[src/rtl/alu_sequencer.sv]
// Three-digit signed BCD calculator datapath: add, subtract, multiply, divide
// with binary arithmetic in the middle and double-dabble back to BCD.
module alu_sequencer (
    input  logic       clock,
    input  logic       reset_n,
    input  logic       clear,
    input  logic       execute,
    input  logic [1:0] operator,
    input  logic [3:0] a_bcd100,
    input  logic [3:0] a_bcd10,
    input  logic [3:0] a_bcd1,
    input  logic       a_neg,
    input  logic [3:0] b_bcd100,
    input  logic [3:0] b_bcd10,
    input  logic [3:0] b_bcd1,
    input  logic       b_neg,
    output logic [3:0] r_bcd100,
    output logic [3:0] r_bcd10,
    output logic [3:0] r_bcd1,
    output logic       r_neg,
    output logic       busy,
    output logic       done,
    output logic       error
);

    localparam int unsigned MAG_W  = 10;
    localparam int unsigned SUM_W  = 11;
    localparam int unsigned PROD_W = 20;
    localparam int unsigned BCD_W  = 12;
    localparam int unsigned CNT_W  = 4;

    localparam logic [CNT_W-1:0] LAST_STEP = CNT_W'(9);
    localparam logic [1:0] OP_ADD = 2'b00;
    localparam logic [1:0] OP_SUB = 2'b01;
    localparam logic [1:0] OP_DIV = 2'b11;

    typedef enum logic [2:0] {
        S_IDLE, S_LOAD, S_OP, S_CHECK, S_CONV, S_DONE
    } state_t;

    state_t              state_q, state_d;
    logic                err_c;
    logic [1:0]          op_q;
    logic [BCD_W-1:0]    a_dig_q, b_dig_q;
    logic                a_neg_q, b_neg_q, res_neg_q;
    logic [PROD_W-1:0]   a_sh_q, acc_q;
    logic [MAG_W-1:0]    b_sh_q, bin_q;
    logic [BCD_W-1:0]    bcd_q;
    logic [CNT_W-1:0]    cnt_q;

    logic [MAG_W-1:0]    a_mag_c, b_mag_c, a_m_c;
    logic                digit_bad_c, div_zero_c, op_last_c, overflow_c;
    logic                b_eff_neg_c, sum_neg_c, q_bit_c;
    logic [SUM_W-1:0]    sum_c, rem_sh_c, rem_next_c;
    logic [PROD_W-1:0]   mag_c;
    logic [BCD_W-1:0]    bcd_adj_c, bcd_next_c;

    function automatic logic [MAG_W-1:0] bcd_to_mag(input logic [BCD_W-1:0] d);
        return MAG_W'(d[11:8]) * MAG_W'(100) + MAG_W'(d[7:4]) * MAG_W'(10) + MAG_W'(d[3:0]);
    endfunction

    function automatic logic digits_bad(input logic [BCD_W-1:0] d);
        return (d[11:8] > 4'd9) || (d[7:4] > 4'd9) || (d[3:0] > 4'd9);
    endfunction

    // Datapath helpers: operand conversion, add/sub, divide step, range check, dabble step
    always_comb begin
        a_mag_c     = bcd_to_mag(a_dig_q);
        b_mag_c     = bcd_to_mag(b_dig_q);
        digit_bad_c = digits_bad(a_dig_q) || digits_bad(b_dig_q);
        div_zero_c  = (op_q == OP_DIV) && (b_mag_c == '0);
        op_last_c   = (op_q == OP_ADD) || (op_q == OP_SUB) || (cnt_q == LAST_STEP);

        a_m_c       = a_sh_q[MAG_W-1:0];
        b_eff_neg_c = b_neg_q ^ (op_q == OP_SUB);
        sum_c       = '0;
        sum_neg_c   = a_neg_q;
        if (a_neg_q == b_eff_neg_c) begin
            sum_c = SUM_W'(a_m_c) + SUM_W'(b_sh_q);
        end else if (a_m_c >= b_sh_q) begin
            sum_c = SUM_W'(a_m_c - b_sh_q);
        end else begin
            sum_c     = SUM_W'(b_sh_q - a_m_c);
            sum_neg_c = b_eff_neg_c;
        end

        rem_sh_c   = {acc_q[MAG_W-1:0], a_sh_q[MAG_W-1]};
        q_bit_c    = rem_sh_c >= SUM_W'(b_sh_q);
        rem_next_c = q_bit_c ? rem_sh_c - SUM_W'(b_sh_q) : rem_sh_c;

        mag_c      = (op_q == OP_DIV) ? PROD_W'(a_sh_q[MAG_W-1:0]) : acc_q;
        overflow_c = mag_c > PROD_W'(999);

        bcd_adj_c = bcd_q;
        for (int i = 0; i < 3; i++) begin
            if (bcd_q[i*4 +: 4] >= 4'd5) bcd_adj_c[i*4 +: 4] = bcd_q[i*4 +: 4] + 4'd3;
        end
        bcd_next_c = {bcd_adj_c[BCD_W-2:0], bin_q[MAG_W-1]};
    end

    // State register
    always_ff @(posedge clock or negedge reset_n) begin
        if (!reset_n) state_q <= S_IDLE;
        else          state_q <= state_d;
    end

    // Next-state logic; err_c marks a transition into DONE caused by an error
    always_comb begin
        state_d = state_q;
        err_c   = 1'b0;
        if (clear) begin
            state_d = S_IDLE;
        end else begin
            case (state_q)
                S_IDLE:  if (execute) state_d = S_LOAD;
                S_LOAD: begin
                    if (digit_bad_c || div_zero_c) begin
                        state_d = S_DONE;
                        err_c   = 1'b1;
                    end else begin
                        state_d = S_OP;
                    end
                end
                S_OP:    if (op_last_c) state_d = S_CHECK;
                S_CHECK: begin
                    if (overflow_c) begin
                        state_d = S_DONE;
                        err_c   = 1'b1;
                    end else begin
                        state_d = S_CONV;
                    end
                end
                S_CONV:  if (cnt_q == LAST_STEP) state_d = S_DONE;
                S_DONE:  state_d = S_IDLE;
                default: state_d = S_IDLE;
            endcase
        end
    end

    // Operand capture, arithmetic iterations and binary-to-BCD shifting
    always_ff @(posedge clock or negedge reset_n) begin
        if (!reset_n) begin
            op_q      <= '0;
            a_dig_q   <= '0;
            b_dig_q   <= '0;
            a_neg_q   <= 1'b0;
            b_neg_q   <= 1'b0;
            res_neg_q <= 1'b0;
            a_sh_q    <= '0;
            acc_q     <= '0;
            b_sh_q    <= '0;
            bin_q     <= '0;
            bcd_q     <= '0;
            cnt_q     <= '0;
        end else begin
            case (state_q)
                S_IDLE: begin
                    if (state_d == S_LOAD) begin
                        op_q    <= operator;
                        a_dig_q <= {a_bcd100, a_bcd10, a_bcd1};
                        b_dig_q <= {b_bcd100, b_bcd10, b_bcd1};
                        a_neg_q <= a_neg;
                        b_neg_q <= b_neg;
                    end
                end
                S_LOAD: begin
                    a_sh_q    <= PROD_W'(a_mag_c);
                    b_sh_q    <= b_mag_c;
                    acc_q     <= '0;
                    cnt_q     <= '0;
                    res_neg_q <= a_neg_q ^ b_neg_q;
                end
                S_OP: begin
                    cnt_q <= cnt_q + CNT_W'(1);
                    case (op_q)
                        OP_ADD, OP_SUB: begin
                            acc_q     <= PROD_W'(sum_c);
                            res_neg_q <= sum_neg_c;
                        end
                        OP_DIV: begin
                            acc_q  <= PROD_W'(rem_next_c);
                            a_sh_q <= PROD_W'({a_sh_q[MAG_W-2:0], q_bit_c});
                        end
                        default: begin
                            if (b_sh_q[0]) acc_q <= acc_q + a_sh_q;
                            a_sh_q <= {a_sh_q[PROD_W-2:0], 1'b0};
                            b_sh_q <= {1'b0, b_sh_q[MAG_W-1:1]};
                        end
                    endcase
                end
                S_CHECK: begin
                    bin_q <= mag_c[MAG_W-1:0];
                    bcd_q <= '0;
                    cnt_q <= '0;
                    if (mag_c == '0) res_neg_q <= 1'b0;
                end
                S_CONV: begin
                    bcd_q <= bcd_next_c;
                    bin_q <= {bin_q[MAG_W-2:0], 1'b0};
                    cnt_q <= cnt_q + CNT_W'(1);
                end
                default: ;
            endcase
        end
    end

    // Registered status and result outputs, updated on entry to DONE
    always_ff @(posedge clock or negedge reset_n) begin
        if (!reset_n) begin
            busy     <= 1'b0;
            done     <= 1'b0;
            error    <= 1'b0;
            r_neg    <= 1'b0;
            r_bcd100 <= '0;
            r_bcd10  <= '0;
            r_bcd1   <= '0;
        end else begin
            busy <= (state_d != S_IDLE);
            done <= (state_d == S_DONE);
            if (clear || ((state_d == S_DONE) && err_c)) begin
                r_bcd100 <= '0;
                r_bcd10  <= '0;
                r_bcd1   <= '0;
                r_neg    <= 1'b0;
                error    <= !clear;
            end else if (state_d == S_DONE) begin
                r_bcd100 <= bcd_next_c[11:8];
                r_bcd10  <= bcd_next_c[7:4];
                r_bcd1   <= bcd_next_c[3:0];
                r_neg    <= res_neg_q;
                error    <= 1'b0;
            end
        end
    end

endmodule

[config.mk]
export PLATFORM = sky130hd
export DESIGN_NAME = alu_sequencer
export DESIGN_NICKNAME = d
export VERILOG_FILES = /design/src/rtl/alu_sequencer.sv
export SDC_FILE = /design/constraint.sdc
export NUM_CORES = 1
export LEC_CHECK = 0
export ABC_AREA = 1
export CORE_MARGIN = 2
export CORE_UTILIZATION = 45
export CTS_BUF_LIST = sky130_fd_sc_hd__clkbuf_2 sky130_fd_sc_hd__clkbuf_4 sky130_fd_sc_hd__clkbuf_8
export DETAILED_ROUTE_END_ITERATION = 10
export GPL_ROUTABILITY_DRIVEN = 0
export PLACE_DENSITY_LB_ADDON = 0.3
export SYNTH_ARGS = -nofsm -noshare
export SYNTH_HDL_FRONTEND = slang
export SYNTH_SLANG_ARGS = --single-unit
[constraint.sdc]
create_clock -name clock -period 4.75 [get_ports clock]
set_input_delay 0.95 -clock clock [delete_from_list [all_inputs] [get_ports clock]]
set_output_delay 0.95 -clock clock [all_outputs]
set_load 0.05 [all_outputs]
# Word level (Yosys, flattened, before mapping)
# Cells that the tools add are included.
dict set report word_totals {
  ff_bits 124
  in_bits 32
  output_inout_bits 16
  word_cells 140
}
dict set report op_classes {
  addsub 13
  n_mul 4
  order_cmp 12
  eq_ne 15
  n_mux 43
  bitwise_logic 2
  reduce_logical 31
}
# cell n
set ops {}
lappend ops {{20-bit one-hot mux with 2 select lines} 4}
lappend ops {{20-bit two-way mux} 2}
lappend ops {{10-bit one-hot mux with 2 select lines} 2}
lappend ops {{11-bit two-way mux} 3}
lappend ops {{4-bit two-way mux} 8}
lappend ops {{4-bit > comparator (second input constant)} 6}
lappend ops {{12-bit one-hot mux with 2 select lines} 1}
lappend ops {{10-bit by 10-bit subtractor with 11-bit output} 2}
lappend ops {{10-bit by 4-bit adder with 10-bit output} 2}
lappend ops {{10-bit by 8-bit adder with 10-bit output} 2}
lappend ops {{20-bit adder} 1}
lappend ops {{20-bit by 10-bit > comparator with 1-bit output (second input constant)} 1}
lappend ops {{20-bit logical NOT} 1}
lappend ops {{3-bit two-way mux} 6}
lappend ops {{4-bit by 5-bit multiplier with 8-bit output (second input constant)} 2}
lappend ops {{3-bit one-hot mux with 5 select lines} 1}
lappend ops {{4-bit by 3-bit multiplier with 7-bit output (second input constant)} 2}
lappend ops {{4-bit by 3-bit greater-or-equal comparator with 1-bit output (second input constant)} 3}
lappend ops {{1-bit two-way mux} 12}
lappend ops {{10-bit by 10-bit adder with 11-bit output} 1}
lappend ops {{11-bit by 10-bit greater-or-equal comparator with 1-bit output} 1}
lappend ops {{11-bit by 10-bit subtractor with 11-bit output} 1}
lappend ops {{10-bit greater-or-equal comparator} 1}
lappend ops {{10-bit logical NOT} 1}
lappend ops {{other kinds (28)} 54}

# Logic depth before layout (Yosys ltp)
dict set report depth {
  word_depth 13
  mapped_depth 25
}

# Worst setup path after synthesis
# Ideal clock, no wire load.
dict set report synth_timing {
  path_kind {register -> register}
  start {register b_dig_q[8]}
  end {register r_bcd100[0]}
  setup_time_ns 0.118
  arrival_time_ns 3.383
  slack_ns 1.249
  path_stages_with_launch 24
  path_cell_list {dfrtp_1 inv_1 ha_1 ha_1 inv_1 fa_1 inv_1 ha_1 ha_1 nand2_1 inv_1 a21oi_1 nand2_1 nand2_1 nand2_1 nor2_1 nand2_1 nand2_2 nand2_2 nand2_1 nand4_4 buf_2 nand3_1 nand2_1}
}
dict set report synth_via {
  elab_chain_cells 13
}
# element line
set synth_lines {}
lappend synth_lines {{start: declaration} 44} ;# logic [BCD_W-1:0] a_dig_q, b_dig_q;
lappend synth_lines {{start signal: assignment} 161} ;# b_dig_q <= {b_bcd100, b_bcd10, b_bcd1};
lappend synth_lines {{4-bit by 5-bit multiplier with 8-bit output} 59} ;# return MAG_W'(d[11:8]) * MAG_W'(100) + MAG_W'(d[7:4]) * MAG_W'(10) + MAG_W'(d[3:0]);
lappend synth_lines {{10-bit by 8-bit adder with 10-bit output} 59}
lappend synth_lines {{10-bit by 4-bit adder with 10-bit output} 59}
lappend synth_lines {{10-bit logical NOT} 71} ;# div_zero_c = (op_q == OP_DIV) && (b_mag_c == '0);
lappend synth_lines {{1-bit logical AND} 71}
lappend synth_lines {{1-bit logical OR (*)} 117} ;# if (digit_bad_c || div_zero_c) begin
lappend synth_lines {{3-bit two-way mux} 117}
lappend synth_lines {{3-bit one-hot mux with 5 select lines} 114} ;# case (state_q)
lappend synth_lines {{3-bit two-way mux} 111} ;# if (clear) begin
lappend synth_lines {{3-bit == test} {220, 226}}
lappend synth_lines {{1-bit logical AND} 220} ;# if (clear || ((state_d == S_DONE) && err_c)) begin
lappend synth_lines {{1-bit logical OR} 220}
lappend synth_lines {{4-bit two-way mux or 2-bit nonzero test (tied branches)} -}
lappend synth_lines {{end signal: assignment} 227} ;# r_bcd100 <= bcd_next_c[11:8];
lappend synth_lines {{end: declaration} 17} ;# output logic [3:0] r_bcd100,
# Every way passes the cells marked *; elsewhere a longest branch is shown, timed or not.
# A chain may end at the register's enable or synchronous reset.

# Worst setup path in the final report
dict set report layout_timing {
  start {register b_dig_q[8]}
  end {register r_bcd10[0]}
}
dict set report layout_via {
  elab_chain_cells 13
}
# element line
set layout_lines {}
lappend layout_lines {{4-bit by 5-bit multiplier with 8-bit output} 59}
lappend layout_lines {{10-bit by 8-bit adder with 10-bit output} 59}
lappend layout_lines {{10-bit by 4-bit adder with 10-bit output} 59}
lappend layout_lines {{10-bit logical NOT} 71}
lappend layout_lines {{1-bit logical AND} 71}
lappend layout_lines {{1-bit logical OR (*)} 117}
lappend layout_lines {{3-bit two-way mux} 117}
lappend layout_lines {{3-bit one-hot mux with 5 select lines} 114}
lappend layout_lines {{3-bit two-way mux} 111}
lappend layout_lines {{3-bit == test} {220, 226}}
lappend layout_lines {{1-bit logical AND} 220}
lappend layout_lines {{1-bit logical OR} 220}
lappend layout_lines {{4-bit two-way mux or 2-bit nonzero test (tied branches)} -}
lappend layout_lines {{end signal: assignment} 228} ;# r_bcd10 <= bcd_next_c[7:4];
lappend layout_lines {{end: declaration} 18} ;# output logic [3:0] r_bcd10,
# Marked as above.

==> flow_summary.yaml <==
synthesis:
  ys.flop_type: "dfrtp_1"
  syn_avg_cell_area_um2: 7.22
  syn_nets: 1627
  ys.warnings.count: 0
  syn-cell-area_um2: 10500
  async_flop_share_pct: 100
  synth_edf_count: 0
  ys_seq_area_share_pct: 29.4
  ys_types: 49
  synth_cells: 1460
  synth-seq-cells: 124
cts:
  h-tree-depth: 4
  clk_latency_ns: 0.46
  cts_buffers: 17
  ctsResizeCount: 0
  clock-sinks: 124
  cts_root_buffer: "clkbuf_8"
  cts_hold_buf: 0
  clk_pin_slew_worst_paths_ns: 0.09
  cts_buffer_depth: 2
  tritoncts: "built"
  post_cts_buffers: 0
detailed_routing:
  ant_nets: 0
  route.detailed.wl_per_inst_um: 15.1
  first_iter_violations: 704
  drt-total-wl_mm: 27.5
  vias_per_cell: 5.27
  drc: 0
  vias: 9609
  drtPass1Iterations: 6
hold_path:
  hold_depth: 2
  hold_path_class: "reg -> reg"
timing:
  final_max_slew_viol_count: 0
  worst_pin_slew_ns: 0.942
  finalCritPeriodShare_pct: 85.6
  timing.fmax_mhz: 246
  finalWorstSetupSlack_ns: 0.683
  hold_viol: 0
  relSlewSlack_pct: 36.9
  rsz0062_at_grt: "no"
  skew_ns: 0.0133
  finalCriticalPeriod_ns: 4.07
  finalSetupTns_ns: 0
  finalSetupViolCount: 0
placed_design:
  dpl.hpwl_mm: 21.5
  dpl_worst_slack_ns: 0.740
  port_buffers: 47
  dpl.cell_count: 1793
global_routing:
  grt_pass1_wl_mm: 45.9
  gr-usage-all-layers_pct: 23.4
  grt_max_degree: 66
  grt_pass1_vias: 9301
  antenna_found_initial: 0
  grt-ovfl-total: 0
die:
  die-area_um2: 24700
  ios: 48
  core_region_area_um2: 22800
  die-height_um: 157
  start_util_pct: 46.1
  die_width_um: 157
  rows: 55
status:
  status: "completed"
worst_setup_path:
  crit_fanout: 16
  critPathArrivalTime_ns: 4.47
  worst-setup-path-type: "reg -> reg"
  start_kind: "register"
  required_ns: 5.15
  end_kind: "register"
  r2r_cells: 23
layout:
  area_growth_syn_to_layout_pct: 10.7
  fin_nets: 1666
  drive_above_1_share_pct: 4.89
  postLayoutCoreUtil_pct: 51.1
  antenna_cells: 0
  finalNonFillerCells: 1825
run:
  drv_cap: 0
layer usage:
metal | share of wire (%) | global-route usage (%) | wire [um]
met5 | 0 | 0 | 0
met4 | 3.2 | 8.96 | 873
met3 | 6.3 | 4.21 | 1730
met2 | 45 | 37.2 | 12300
met1 | 46 | 31.8 | 12600
worst max-delay path, stage by stage, from the launching register on:
cell and delay [ns]:
dfrtp_1 0.47, inv_1 0.07, ha_1 0.28, ha_1 0.17, inv_1 0.06, fa_1 0.47, inv_1 0.04, ha_1 0.28
ha_1 0.36, nand2_1 0.11, inv_1 0.04, a21oi_1 0.18, nand2_1 0.07, nand2_1 0.06, nand2_1 0.07, nor2_1 0.08
nand2_1 0.08, nand2_2 0.10, nand2_1 0.10, nand2_4 0.15, nand4_4 0.25, nand2_2 0.33, nand2_1 0.10, nand2_1 0.07
cell usage in the layout, fill, tap and decap left out, drive strengths merged, types with 2 or more instances in the layout:
master           n
clkdlybuf4s50   46
a21o             5
xor2            30
o31ai            2
dfrtp          124
nand4           20
or2              5
nand3           74
inv            196
o211ai          19
a31oi            7
and2             2
o221ai           8
nand3b           2
clkinvlp         2
buf              7
clkinv           4
nand2          432
o22ai           21
ha             120
bufinv           2
xnor2           12
nor2            90
a21oi           99
o21bai           4
o21ai          127
nor3            10
fa              15
nor4             3
clkbuf          18
worst paths after layout:
path | start | to | slack [ns]
worst max-delay path | b_dig_q[8] | r_bcd10[0] | 0.68
worst min-delay path | bin_q[5] | bin_q[6] | 0.49
worst max register to register | b_dig_q[8] | r_bcd10[0] | 0.68
worst min register to register | bin_q[5] | bin_q[6] | 0.49
max in group asynchronous | reset_n | a_sh_q[2] | 3.15
min in group asynchronous | reset_n | acc_q[1] | 0.59
synthesized netlist by cell type (5+ instances only):
cell type	n	share of area, %
a21o_1	5	0.36
a21oi_1	98	4.7
a31oi_1	7	0.42
buf_2	12	0.57
clkbuf_1	13	0.46
dfrtp_1	124	29
fa_1	15	2.8
ha_1	120	14
inv_1	177	6.3
inv_2	10	0.36
nand2_1	424	15
nand2_2	5	0.30
nand3_1	71	3.4
nand4_1	19	1.1
nor2_1	86	3.1
nor3_1	10	0.47
o211ai_1	19	1.4
o21ai_0	114	5.4
o21ai_1	12	0.57
o221ai_1	8	0.66
o22ai_1	21	1.2
or2_2	5	0.30
xnor2_1	12	1.0
xor2_1	30	2.5
area by class of cell:
cell class / count / area [um^2]
clock inverter: 14 / 173
multi-input combinational: 1113 / 6530
sequential: 124 / 3100
inverter: 190 / 716
clock buffer: 18 / 248
tap: 313 / 392
timing repair buffer: 53 / 513
fill: 2310 / 11200
flip-flops by register name, summed over array words and instances, names as in the netlist, 4 cells and up:
name      count
b_dig_q      12
r_bcd1        4
r_bcd10       4
b_sh_q       10
r_bcd100      4
a_sh_q       20
bin_q        10
acc_q        20
a_dig_q      12
bcd_q        12
cnt_q         4
through the flow:
| step | area, um^2 | hold WS (ns) |
|---|---|---|
| floorplan | 10500 | 0.442 |
| global placement | 11300 | 0.457 |
| detailed placement | 11300 | 0.476 |
| CTS | 11700 | 0.495 |
| global route | 11700 | 0.519 |
| finish | 11700 | 0.489 |
cells by family (layout without fill, tap and decap cells):
kind of cell | Yosys count | count (layout) | share of synthesized area, %
AO/OA/AOI/OAI | 297 | 297 | 15.7
XOR/XNOR | 42 | 42 | 3.49
adder cells (fa/ha/maj) | 135 | 135 | 17.1
buffers and inverters | 223 | 275 | 8.64
flip-flops | 124 | 124 | 29.4
AND/OR/NAND/NOR | 639 | 639 | 25.7
Power is left out: the tool's default activity adds up to more than one toggle a clock period on the data nets, which glitch-free logic cannot reach.
